File: config.mk
export PLATFORM = sky130hd
export DESIGN_NAME = reg_access_master_flat
export DESIGN_NICKNAME = d
export VERILOG_FILES = /design/src/rtl/reg_access_master_pkg.sv /design/src/rtl/avalon_mm_if.sv /design/src/rtl/reg_access_timeout.sv /design/src/rtl/reg_access_master.sv /design/src/flat_wrapper.sv
export SDC_FILE = /design/constraint.sdc
export NUM_CORES = 1
export LEC_CHECK = 0
export BUFFER_PORTS_ARGS = -buffer_cell sky130_fd_sc_hd__buf_2
export CAP_MARGIN = 20
export CORE_AREA = 4 4 88 106
export DETAILED_ROUTE_END_ITERATION = 7
export DIE_AREA = 0 0 92 110
export PLACE_DENSITY = 0.75
export SYNTH_ARGS = -nofsm -noshare
export SYNTH_HDL_FRONTEND = slang
export SYNTH_SLANG_ARGS = --single-unit
export TNS_END_PERCENT = 30
File: constraint.sdc
create_clock -name clk -period 2.35 [get_ports clk]
set_input_delay 0.235 -clock clk [delete_from_list [all_inputs] [get_ports clk]]
set_output_delay 0.235 -clock clk [all_outputs]
set_load 0.01 [all_outputs]
File: src/rtl/reg_access_master_pkg.sv
// ----------------------------------------------------------------------------
// reg_access_master_pkg
//
// Purpose : Shared definitions for the register access master slice.
//           Holds the FSM state encoding, the default bus geometry and
//           timeout length, the read-data value returned on an error, and
//           a helper that sizes the timeout counter.
//
// Contents:
//   state_t                 - FSM states IDLE, REQ, WAIT_RSP, RESP
//   DEFAULT_ADDR_WIDTH      - default Avalon-MM address width (16)
//   DEFAULT_DATA_WIDTH      - default data width (32)
//   DEFAULT_TIMEOUT_CYCLES  - default readdatavalid wait limit (64)
//   ERROR_RDATA             - rsp_data value for writes and timed-out reads
//   timeout_count_width()   - bits needed to count 0 .. cycles-1
// ----------------------------------------------------------------------------
package reg_access_master_pkg;

   // One-hot is not needed here: four states fit in two bits and the
   // decode is trivial.
   typedef enum logic [1:0] {
      IDLE     = 2'd0,
      REQ      = 2'd1,
      WAIT_RSP = 2'd2,
      RESP     = 2'd3
   } state_t;

   localparam int DEFAULT_ADDR_WIDTH     = 16;
   localparam int DEFAULT_DATA_WIDTH     = 32;
   localparam int DEFAULT_TIMEOUT_CYCLES = 64;

   // Value placed on rsp_data whenever there is no real read data.
   localparam int ERROR_RDATA = 0;

   // The counter has to hold the value cycles-1; never return zero so a
   // one-cycle timeout still gets a legal one-bit vector.
   function automatic int timeout_count_width(input int cycles);
      int w;
      w = (cycles <= 2) ? 1 : $clog2(cycles);
      return w;
   endfunction

endpackage

File: src/rtl/avalon_mm_if.sv
// ----------------------------------------------------------------------------
// avalon_mm_if
//
// Purpose : Minimal Avalon-MM bundle carrying a single-beat read/write
//           transaction with waitrequest flow control and a pipelined
//           readdatavalid return path.
//
// Parameters:
//   ADDR_WIDTH - address width in bits
//   DATA_WIDTH - data width in bits
//
// Signals:
//   address, read, write, writedata  - driven by the master
//   readdata, readdatavalid,
//   waitrequest                      - driven by the slave
//
// Modports: master, slave
// ----------------------------------------------------------------------------
interface avalon_mm_if #(
   parameter int ADDR_WIDTH = 16,
   parameter int DATA_WIDTH = 32
);

   logic [ADDR_WIDTH-1:0] address;
   logic                  read;
   logic                  write;
   logic [DATA_WIDTH-1:0] writedata;
   logic [DATA_WIDTH-1:0] readdata;
   logic                  readdatavalid;
   logic                  waitrequest;

   modport master (
      output address,
      output read,
      output write,
      output writedata,
      input  readdata,
      input  readdatavalid,
      input  waitrequest
   );

   modport slave (
      input  address,
      input  read,
      input  write,
      input  writedata,
      output readdata,
      output readdatavalid,
      output waitrequest
   );

endinterface

File: src/rtl/reg_access_timeout.sv
// ----------------------------------------------------------------------------
// reg_access_timeout
//
// Purpose : Counts the cycles a read spends waiting for readdatavalid and
//           flags when the wait limit has been reached. Only built when
//           REG_ACCESS_MASTER_TIMEOUT_EN is defined.
//
// Parameters:
//   TIMEOUT_CYCLES - number of waiting cycles allowed (count runs 0..N-1)
//
// Ports:
//   clk     - rising-edge clock
//   rst     - asynchronous active-high reset
//   start   - pulse on the edge that enters the wait; count is 0 next cycle
//   done    - the wait is over (data arrived or timeout taken); stop
//   expired - combinational: running and the count has reached N-1
// ----------------------------------------------------------------------------
module reg_access_timeout
   import reg_access_master_pkg::*;
#(
   parameter int TIMEOUT_CYCLES = DEFAULT_TIMEOUT_CYCLES
) (
   input  logic clk,
   input  logic rst,
   input  logic start,
   input  logic done,
   output logic expired
);

   localparam int             CW   = timeout_count_width(TIMEOUT_CYCLES);
   localparam logic [CW-1:0]  LAST = CW'(TIMEOUT_CYCLES - 1);

   logic [CW-1:0] count;
   logic          running;

   // The counter is cleared by start so the first waiting cycle sees 0.
   // It saturates at LAST so expired stays asserted until the owner
   // acknowledges with done, and done parks it back at zero.
   always_ff @(posedge clk or posedge rst) begin
      if (rst) begin
         count   <= '0;
         running <= 1'b0;
      end else if (start) begin
         count   <= '0;
         running <= 1'b1;
      end else if (done) begin
         count   <= '0;
         running <= 1'b0;
      end else if (running && (count != LAST)) begin
         count   <= count + 1'b1;
      end
   end

   assign expired = running && (count == LAST);

endmodule

File: src/rtl/reg_access_master.sv
// ----------------------------------------------------------------------------
// reg_access_master
//
// Purpose : Turns a valid/ready command stream into single Avalon-MM
//           register accesses and returns one valid/ready response per
//           command. Only one transaction is ever in flight.
//
// Build option:
//   REG_ACCESS_MASTER_TIMEOUT_EN - when defined, a read that sees no
//   readdatavalid within TIMEOUT_CYCLES waiting cycles completes with
//   rsp_error = 1. When undefined, reads wait forever and rsp_error is 0.
//
// Parameters:
//   ADDR_WIDTH     - Avalon-MM address width
//   DATA_WIDTH     - data width
//   TIMEOUT_CYCLES - readdatavalid wait limit (timeout build only)
//
// Ports:
//   clk, rst                         - clock, async active-high reset
//   cmd_valid/cmd_ready              - command handshake
//   cmd_write, cmd_addr, cmd_wdata   - command payload
//   rsp_valid/rsp_ready              - response handshake
//   rsp_data, rsp_error              - response payload
//   reg_mm                           - Avalon-MM master port
// ----------------------------------------------------------------------------
module reg_access_master
   import reg_access_master_pkg::*;
#(
   parameter int ADDR_WIDTH     = DEFAULT_ADDR_WIDTH,
   parameter int DATA_WIDTH     = DEFAULT_DATA_WIDTH,
   parameter int TIMEOUT_CYCLES = DEFAULT_TIMEOUT_CYCLES
) (
   input  logic                  clk,
   input  logic                  rst,
   input  logic                  cmd_valid,
   output logic                  cmd_ready,
   input  logic                  cmd_write,
   input  logic [ADDR_WIDTH-1:0] cmd_addr,
   input  logic [DATA_WIDTH-1:0] cmd_wdata,
   output logic                  rsp_valid,
   input  logic                  rsp_ready,
   output logic [DATA_WIDTH-1:0] rsp_data,
   output logic                  rsp_error,
   avalon_mm_if.master           reg_mm
);

   // A zero-length wait makes no sense; stop the build rather than
   // produce a counter that can never express the limit.
   if (TIMEOUT_CYCLES < 1) begin : g_bad_timeout
      $error("reg_access_master: TIMEOUT_CYCLES must be at least 1");
   end

   state_t                state;
   logic                  read_q;
   logic                  write_q;
   logic [ADDR_WIDTH-1:0] addr_q;
   logic [DATA_WIDTH-1:0] wdata_q;

   // The bus outputs come straight from flops so the slave never sees
   // combinational glitches from the command side.
   assign reg_mm.address   = addr_q;
   assign reg_mm.read      = read_q;
   assign reg_mm.write     = write_q;
   assign reg_mm.writedata = wdata_q;

`ifdef REG_ACCESS_MASTER_TIMEOUT_EN
   logic timeout_start;
   logic timeout_done;
   logic timeout_expired;
   logic rsp_error_q;

   // The counter is armed on the edge where the read leaves REQ, so its
   // zero lines up with the first WAIT_RSP cycle. It is released on the
   // edge that leaves WAIT_RSP for either reason.
   assign timeout_start = (state == REQ) && read_q && !reg_mm.waitrequest;
   assign timeout_done  = (state == WAIT_RSP) &&
                          (reg_mm.readdatavalid || timeout_expired);

   reg_access_timeout #(
      .TIMEOUT_CYCLES (TIMEOUT_CYCLES)
   ) u_timeout (
      .clk     (clk),
      .rst     (rst),
      .start   (timeout_start),
      .done    (timeout_done),
      .expired (timeout_expired)
   );

   assign rsp_error = rsp_error_q;
`else
   assign rsp_error = 1'b0;
`endif

   // Main controller. Every output is assigned here so the whole visible
   // interface changes only on a clock edge. cmd_ready is set on the edge
   // that enters IDLE, so it is already 1 in the first IDLE cycle and is
   // dropped on the same edge that accepts a command. readdatavalid is
   // only looked at in WAIT_RSP; in the timeout build it wins over an
   // expiry landing in the same cycle because it is tested first.
   always_ff @(posedge clk or posedge rst) begin
      if (rst) begin
         state       <= IDLE;
         cmd_ready   <= 1'b0;
         read_q      <= 1'b0;
         write_q     <= 1'b0;
         addr_q      <= '0;
         wdata_q     <= '0;
         rsp_valid   <= 1'b0;
         rsp_data    <= '0;
`ifdef REG_ACCESS_MASTER_TIMEOUT_EN
         rsp_error_q <= 1'b0;
`endif
      end else begin
         case (state)
            IDLE: begin
               cmd_ready <= 1'b1;
               if (cmd_valid && cmd_ready) begin
                  cmd_ready <= 1'b0;
                  addr_q    <= cmd_addr;
                  wdata_q   <= cmd_wdata;
                  write_q   <= cmd_write;
                  read_q    <= !cmd_write;
                  state     <= REQ;
               end
            end

            REQ: begin
               if (!reg_mm.waitrequest) begin
                  read_q  <= 1'b0;
                  write_q <= 1'b0;
                  if (write_q) begin
                     rsp_valid   <= 1'b1;
                     rsp_data    <= DATA_WIDTH'(ERROR_RDATA);
`ifdef REG_ACCESS_MASTER_TIMEOUT_EN
                     rsp_error_q <= 1'b0;
`endif
                     state       <= RESP;
                  end else begin
                     state       <= WAIT_RSP;
                  end
               end
            end

            WAIT_RSP: begin
               if (reg_mm.readdatavalid) begin
                  rsp_valid   <= 1'b1;
                  rsp_data    <= reg_mm.readdata;
`ifdef REG_ACCESS_MASTER_TIMEOUT_EN
                  rsp_error_q <= 1'b0;
`endif
                  state       <= RESP;
               end
`ifdef REG_ACCESS_MASTER_TIMEOUT_EN
               else if (timeout_expired) begin
                  rsp_valid   <= 1'b1;
                  rsp_data    <= DATA_WIDTH'(ERROR_RDATA);
                  rsp_error_q <= 1'b1;
                  state       <= RESP;
               end
`endif
            end

            RESP: begin
               if (rsp_ready) begin
                  rsp_valid <= 1'b0;
                  cmd_ready <= 1'b1;
                  state     <= IDLE;
               end
            end

            default: begin
               state <= IDLE;
            end
         endcase
      end
   end

endmodule

File: src/flat_wrapper.sv
// flat-port wrapper written by rule: the top's interface ports become plain ports
module reg_access_master_flat import reg_access_master_pkg::*;
#(
   parameter int ADDR_WIDTH     = DEFAULT_ADDR_WIDTH,
   parameter int DATA_WIDTH     = DEFAULT_DATA_WIDTH,
   parameter int TIMEOUT_CYCLES = DEFAULT_TIMEOUT_CYCLES
)
  (clk, rst, cmd_valid, cmd_ready, cmd_write, cmd_addr, cmd_wdata, rsp_valid, rsp_ready, rsp_data, rsp_error, reg_mm_address, reg_mm_read, reg_mm_write, reg_mm_writedata, reg_mm_readdata, reg_mm_readdatavalid, reg_mm_waitrequest);
  avalon_mm_if #(.ADDR_WIDTH(ADDR_WIDTH), .DATA_WIDTH(DATA_WIDTH)) reg_mm_i ();
  input  logic clk;
  input  logic rst;
  input  logic cmd_valid;
  output logic cmd_ready;
  input  logic cmd_write;
  input  logic [ADDR_WIDTH-1:0] cmd_addr;
  input  logic [DATA_WIDTH-1:0] cmd_wdata;
  output logic rsp_valid;
  input  logic rsp_ready;
  output logic [DATA_WIDTH-1:0] rsp_data;
  output logic rsp_error;
  output wire logic [$bits(reg_mm_i.address)-1:0] reg_mm_address;
  output wire logic [$bits(reg_mm_i.read)-1:0] reg_mm_read;
  output wire logic [$bits(reg_mm_i.write)-1:0] reg_mm_write;
  output wire logic [$bits(reg_mm_i.writedata)-1:0] reg_mm_writedata;
  input wire logic [$bits(reg_mm_i.readdata)-1:0] reg_mm_readdata;
  input wire logic [$bits(reg_mm_i.readdatavalid)-1:0] reg_mm_readdatavalid;
  input wire logic [$bits(reg_mm_i.waitrequest)-1:0] reg_mm_waitrequest;
  assign reg_mm_address = reg_mm_i.address;
  assign reg_mm_read = reg_mm_i.read;
  assign reg_mm_write = reg_mm_i.write;
  assign reg_mm_writedata = reg_mm_i.writedata;
  assign reg_mm_i.readdata = reg_mm_readdata;
  assign reg_mm_i.readdatavalid = reg_mm_readdatavalid;
  assign reg_mm_i.waitrequest = reg_mm_waitrequest;
  reg_access_master #(.ADDR_WIDTH(ADDR_WIDTH), .DATA_WIDTH(DATA_WIDTH), .TIMEOUT_CYCLES(TIMEOUT_CYCLES)) u_core (.clk(clk), .rst(rst), .cmd_valid(cmd_valid), .cmd_ready(cmd_ready), .cmd_write(cmd_write), .cmd_addr(cmd_addr), .cmd_wdata(cmd_wdata), .rsp_valid(rsp_valid), .rsp_ready(rsp_ready), .rsp_data(rsp_data), .rsp_error(rsp_error), .reg_mm(reg_mm_i));
endmodule
## Yosys cells after proc, flatten, opt, wreduce, memory -nomap -nowiden

Cells that the tools add are included.

- Equality and inequality tests: 8
- Mux-type cells: 23
- Reductions and logical operators: 13

Operator list:

| cell | number |
|---|---|
| two-way mux 32 bit | 3 |
| one-hot mux 32 bit (2 select lines) | 1 |
| two-way mux 1 bit | 10 |
| two-way mux 2 bit | 4 |
| one-hot mux 2 bit (4 select lines) | 1 |
| AND reduction 4 bit | 2 |
| != test 2 bit (second input constant) | 3 |
| one-hot mux 1 bit (2 select lines) | 3 |
| nonzero test 2 bit | 3 |
| AND reduction 5 bit | 1 |
| equality test 2 bit (second input constant) | 2 |
| != test 2 x 1 -> 1 bit (second input constant) | 2 |
| AND reduction 2 bit | 2 |
| one-hot mux 1 bit (3 select lines) | 1 |
| AND reduction 3 bit | 1 |
| nonzero test 3 bit | 1 |
| equality test 2 x 1 -> 1 bit (second input constant) | 1 |
| zero test 2 bit | 1 |
| logical AND 1 bit | 1 |
| zero test 1 bit | 1 |

- Register bits: 86
- Bits of input ports: 87
- Output and inout bits: 85
- Logic and storage cells: 52

## Longest topological paths before layout

- Depth in word-level cells: 3
- Gate-level depth with buffers: 7
- Depth with buffers taken out: 5

## Worst setup path after synthesis

No wires, ideal clock.

- Path kind: reg-to-reg
- Start: register u_core.state[0]
- End: register u_core.rsp_data[0]
- Library setup time: 0.121 ns
- Data arrival time: 1.797 ns
- Data required time: 2.229 ns
- Setup slack: 0.432 ns
- Cell stages (with the launch flop): 8
- Buffers on the path: 2
- Clock period less this slack: 1.918 ns
- Cell sequence: dfrtp_1 > inv_1 > ha_1 > nor2b_4 > or4_4 > buf_6 > buf_6 > a22o_1

- Longest elaborated chain between the ends: 3
- Elaborated cells on any way between the ends: 8

RTL lines:

| item | line | RTL |
|---|---|---|
| from (decl) | reg_access_master.sv:53 | `state_t state;` |
| from (signal assigned) | reg_access_master.sv:102 | `state <= IDLE;` |
| from (signal assigned) | reg_access_master.sv:123 | `state <= REQ;` |
| from (signal assigned) | reg_access_master.sv:137 | `state <= RESP;` |
| equality test 2 x 1 -> 1 bit or equality test 2 bit (tied branches) | reg_access_master.sv:114 | `case (state)` |
| != test 2 x 1 -> 1 bit (no source line) (tied with other cells) | n/a |  |
| AND reduction 4 bit (no source line) | n/a |  |
| to (signal assigned) | reg_access_master.sv:133 | `rsp_data <= DATA_WIDTH'(ERROR_RDATA);` |
| to (signal assigned) | reg_access_master.sv:147 | `rsp_data <= reg_mm.readdata;` |
| to (decl) | reg_access_master.sv:42 | `output logic [DATA_WIDTH-1:0] rsp_data,` |

Several ways; a longest one is shown, not always the timed one.
A chain may end at the register's enable or synchronous reset.

## Worst setup path in the final report

- Start: register u_core.state[0]
- End: register u_core.state[1]

- Longest elaborated chain between the ends: 3
- Elaborated cells on any way between the ends: 10

RTL lines:

| item | line |
|---|---|
| equality test 2 bit (tied with other cells) | reg_access_master.sv:114 |
| != test 2 bit (no source line) or != test 2 x 1 -> 1 bit (tied branches) | n/a |
| AND reduction 4 bit (no source line) | n/a |

Several ways; a longest one is shown, not always the timed one.

==> metrics.csv <==
metric,value,unit
GRT Util Overall,15.7,%
layout cells sized above 1,49.5,%
vias in the first global route,2539,
I/O pins,172,
initial antenna violation count,0,
yosys warns,0,
final wirelength,7790,microns
met3 usage,4.68,%
n_diodes,0,
flop2flop setup slack,0.24,ns
Power Dens Cells,1260,nW/um^2
max_slew headroom,52.8,%
Final Max Tran Viols,0,
WL per Instance,15.3,microns
DP HPWL,6070,microns
CTS Sinks,86,
CP Launch Point,u_core.state[0]$_DFFE_PP0P_,
register area,2150,sq um
CP Max Fanout,6,
ys async rst share,100,%
Buffers on Ports,170,
main area contributors after synthesis,"dfrtp_1, mux2_1, a22o_1",
leading area contributor after synthesis,dfrtp_1,
Hold Fails Final Rpt,0,
routability cong.,0.882,
post-route ant nets,0,
required time worst endpoint,2.57,ns
most frequent cell after synthesis,dfrtp_1,
clock latency on the worst-skew pair,0.34,ns
cells on worst reg2reg path,5,
Std-Cell Rows,36,
crit path launch type,register,
total via count in the routed design,2416,
met1 Usage GRT,19.0,%
top_reg_cell synth,dfrtp_1,
skew final,0.00863,ns
crit path DAT,2.33,ns
"Setup violations, final",0,
net count reported at finish,481,
met2 global-route usage,27.0,%
final hold slack,0.0971,ns
Unique masters post-synth,29,
CTS Buf Count,9,
Mean Syn Cell Area,15.5,sq um
post-synth net total,308,
synthesized area,3340,sq um
setup TNS,0,ns
final instance area,4520,sq um
Max rail drop VDD,0.683,mV
Post-synth top cells,"dfrtp_1, mux2_1, a22o_1",
maximum number of pins on one net before global-route repair,50,
share of the synthesized area in the top cell type,64.5,%
Leak Pwr,2.37,nW
wire length of the first global-routing pass,12600,microns
DR iter-0 viols,75,
"EDFF count, synth",0,
Die Wd,92,microns
Synth Instances,216,
worst hold path type,primary input to register,
drt pass-1 iters,6,
Root Driver,clkbuf_8,
area of the multi-input gates,1100,sq um
Critical R2R Launch,u_core.state[0]$_DFFE_PP0P_,
CP Class,register to register,
max_cap viols,0,
number of synthesized register bits,86,
# DRC,0,
Clock transition at path regs,0.08,ns
die height,110,microns
area post-placement,4310,sq um
fill cell count,759,
r2r endpoint,u_core.state[1]$_DFFE_PP0P_,
FMAX,474,MHz
status,finished clean,
sequential fraction of the synthesis area,64.5,%
Tcrit/Tclk final,89.8,%
vias per cell,4.76,
worst-margin pin slew,0.691,ns
H-tree depth,3,
Layout Area Growth over Synthesis,35.5,%
CTS Buffer Depth,2,
Core ar.,8200,sq um
Worst setup endpoint,u_core.state[1]$_DFFE_PP0P_,
CTS tree,yes,
fin crit period,2.11,ns
RSZ-0062 raised after global routing,false,
total grt overflow,0,
die area,10100,sq um
Worst Setup End Kind,register,
most used routing layer,met2,
Starting Density,40.7,%
[layout make-up]
type	instances	share of cell area [%]
clock inverter	5	1.30
clock buffer	11	3.13
multi-input combinational	114	24.3
sequential	86	47.6
timing repair buffer	175	20.2
tap	114	3.15
inverter	3	0.332
[how the worst min path moves through the flow]
stage	startpoint	to	cells after the start
global route	reg_mm_readdata[12]	u_core.rsp_data[12]$_DFFE_PP0P_	2
floorplan	cmd_addr[10]	u_core.reg_mm.address[10]$_DFFE_PP0P_	1
CTS	cmd_wdata[12]	u_core.reg_mm.writedata[12]$_DFFE_PP0P_	2
detailed placement	rst	u_core.rsp_data[10]$_DFFE_PP0P_	2
global placement	rst	u_core.rsp_data[18]$_DFFE_PP0P_	2
finish	cmd_wdata[5]	u_core.reg_mm.writedata[5]$_DFFE_PP0P_	2
[sequential cells by signal, summed over array words and instances, names as in the netlist]
| name | cells |
|---|---|
| u_core.state | 2 |
| u_core.cmd_ready | 1 |
| u_core.reg_mm.writedata | 32 |
| u_core.rsp_data | 32 |
| u_core.reg_mm.address | 16 |
| u_core.reg_mm.write | 1 |
| u_core.reg_mm.read | 1 |
| u_core.rsp_valid | 1 |
[cells in the final DEF, fill, tap and decap left out, types with 2 or more instances in the layout]
| master | Yosys | routed |
|---|---|---|
| buf_12 | 0 | 2 |
| ha_1 | 5 | 5 |
| nand2b_1 | 2 | 2 |
| nor2b_1 | 3 | 3 |
| o41ai_1 | 2 | 2 |
| buf_2 | 3 | 170 |
| nor2_1 | 2 | 2 |
| mux2_1 | 51 | 51 |
| a22o_1 | 32 | 32 |
| inv_1 | 3 | 2 |
| nand2_1 | 2 | 2 |
| buf_4 | 1 | 2 |
| clkbuf_8 | 0 | 10 |
| dfrtp_1 | 86 | 86 |
| o21ai_1 | 2 | 2 |
| clkinvlp_4 | 0 | 3 |
[metrics by stage]
| stage | setup slack [ns] | utilization [%] | std cells | power (mW) |
|---|---|---|---|---|
| detailed placement | 0.238 | 52.6 | 491 | 4.79 |
| global placement | 0.365 | 52.6 | 491 | 4.68 |
| CTS | 0.224 | 55.2 | 508 | 5.83 |
| global route | 0.0579 | 55.2 | 508 | 6.16 |
| finish | 0.239 | 55.2 | 508 | 5.72 |
| floorplan | 0.432 | - | 216 | 3.90 |
[critical path: stages (launching register included)]
cell	delay (ns)
dfrtp_1	0.47
inv_1	0.12
ha_1	0.24
nor2b_4	0.14
a2111oi_0	0.64
mux2_1	0.39
[cell families (layout without fill, tap and decap cells)]
| group | count (synthesis) | after routing | share of synthesized area (%) |
|---|---|---|---|
| simple gates | 16 | 16 | 3.07 |
| buf+inv | 16 | 194 | 2.92 |
| other cells | 1 | 1 | 0.112 |
| compound gates | 41 | 41 | 10.3 |
| mux | 51 | 51 | 17.2 |
| fa+ha+maj | 5 | 5 | 1.87 |
| flops | 86 | 86 | 64.5 |
[where the power goes]
group          total (mW)  switching (mW)  internal, mW
Sequential           2.43           0.329          2.11
Clock                1.02           0.496         0.521
Combinational        2.27            1.17          1.10
Total                5.72            2.00          3.72
[per-layer routing]
layer | vias to the layer above | part of all wire, % | routed length, microns
met3 | 10 | 6.6 | 510
met4 | 0 | 1.8 | 142
met2 | 105 | 51 | 3980
met5 | - | 0 | 0
li1 | 1127 | - | -
met1 | 1174 | 41 | 3160
[what timing repair did]
item                                   CTS  global route
endpoints found under the hold margin   26             0
hold buffers                             1             0
buffers inserted                         0             0
resized for setup                        0             0
Note: power is estimated with default switching activity, not from simulation.
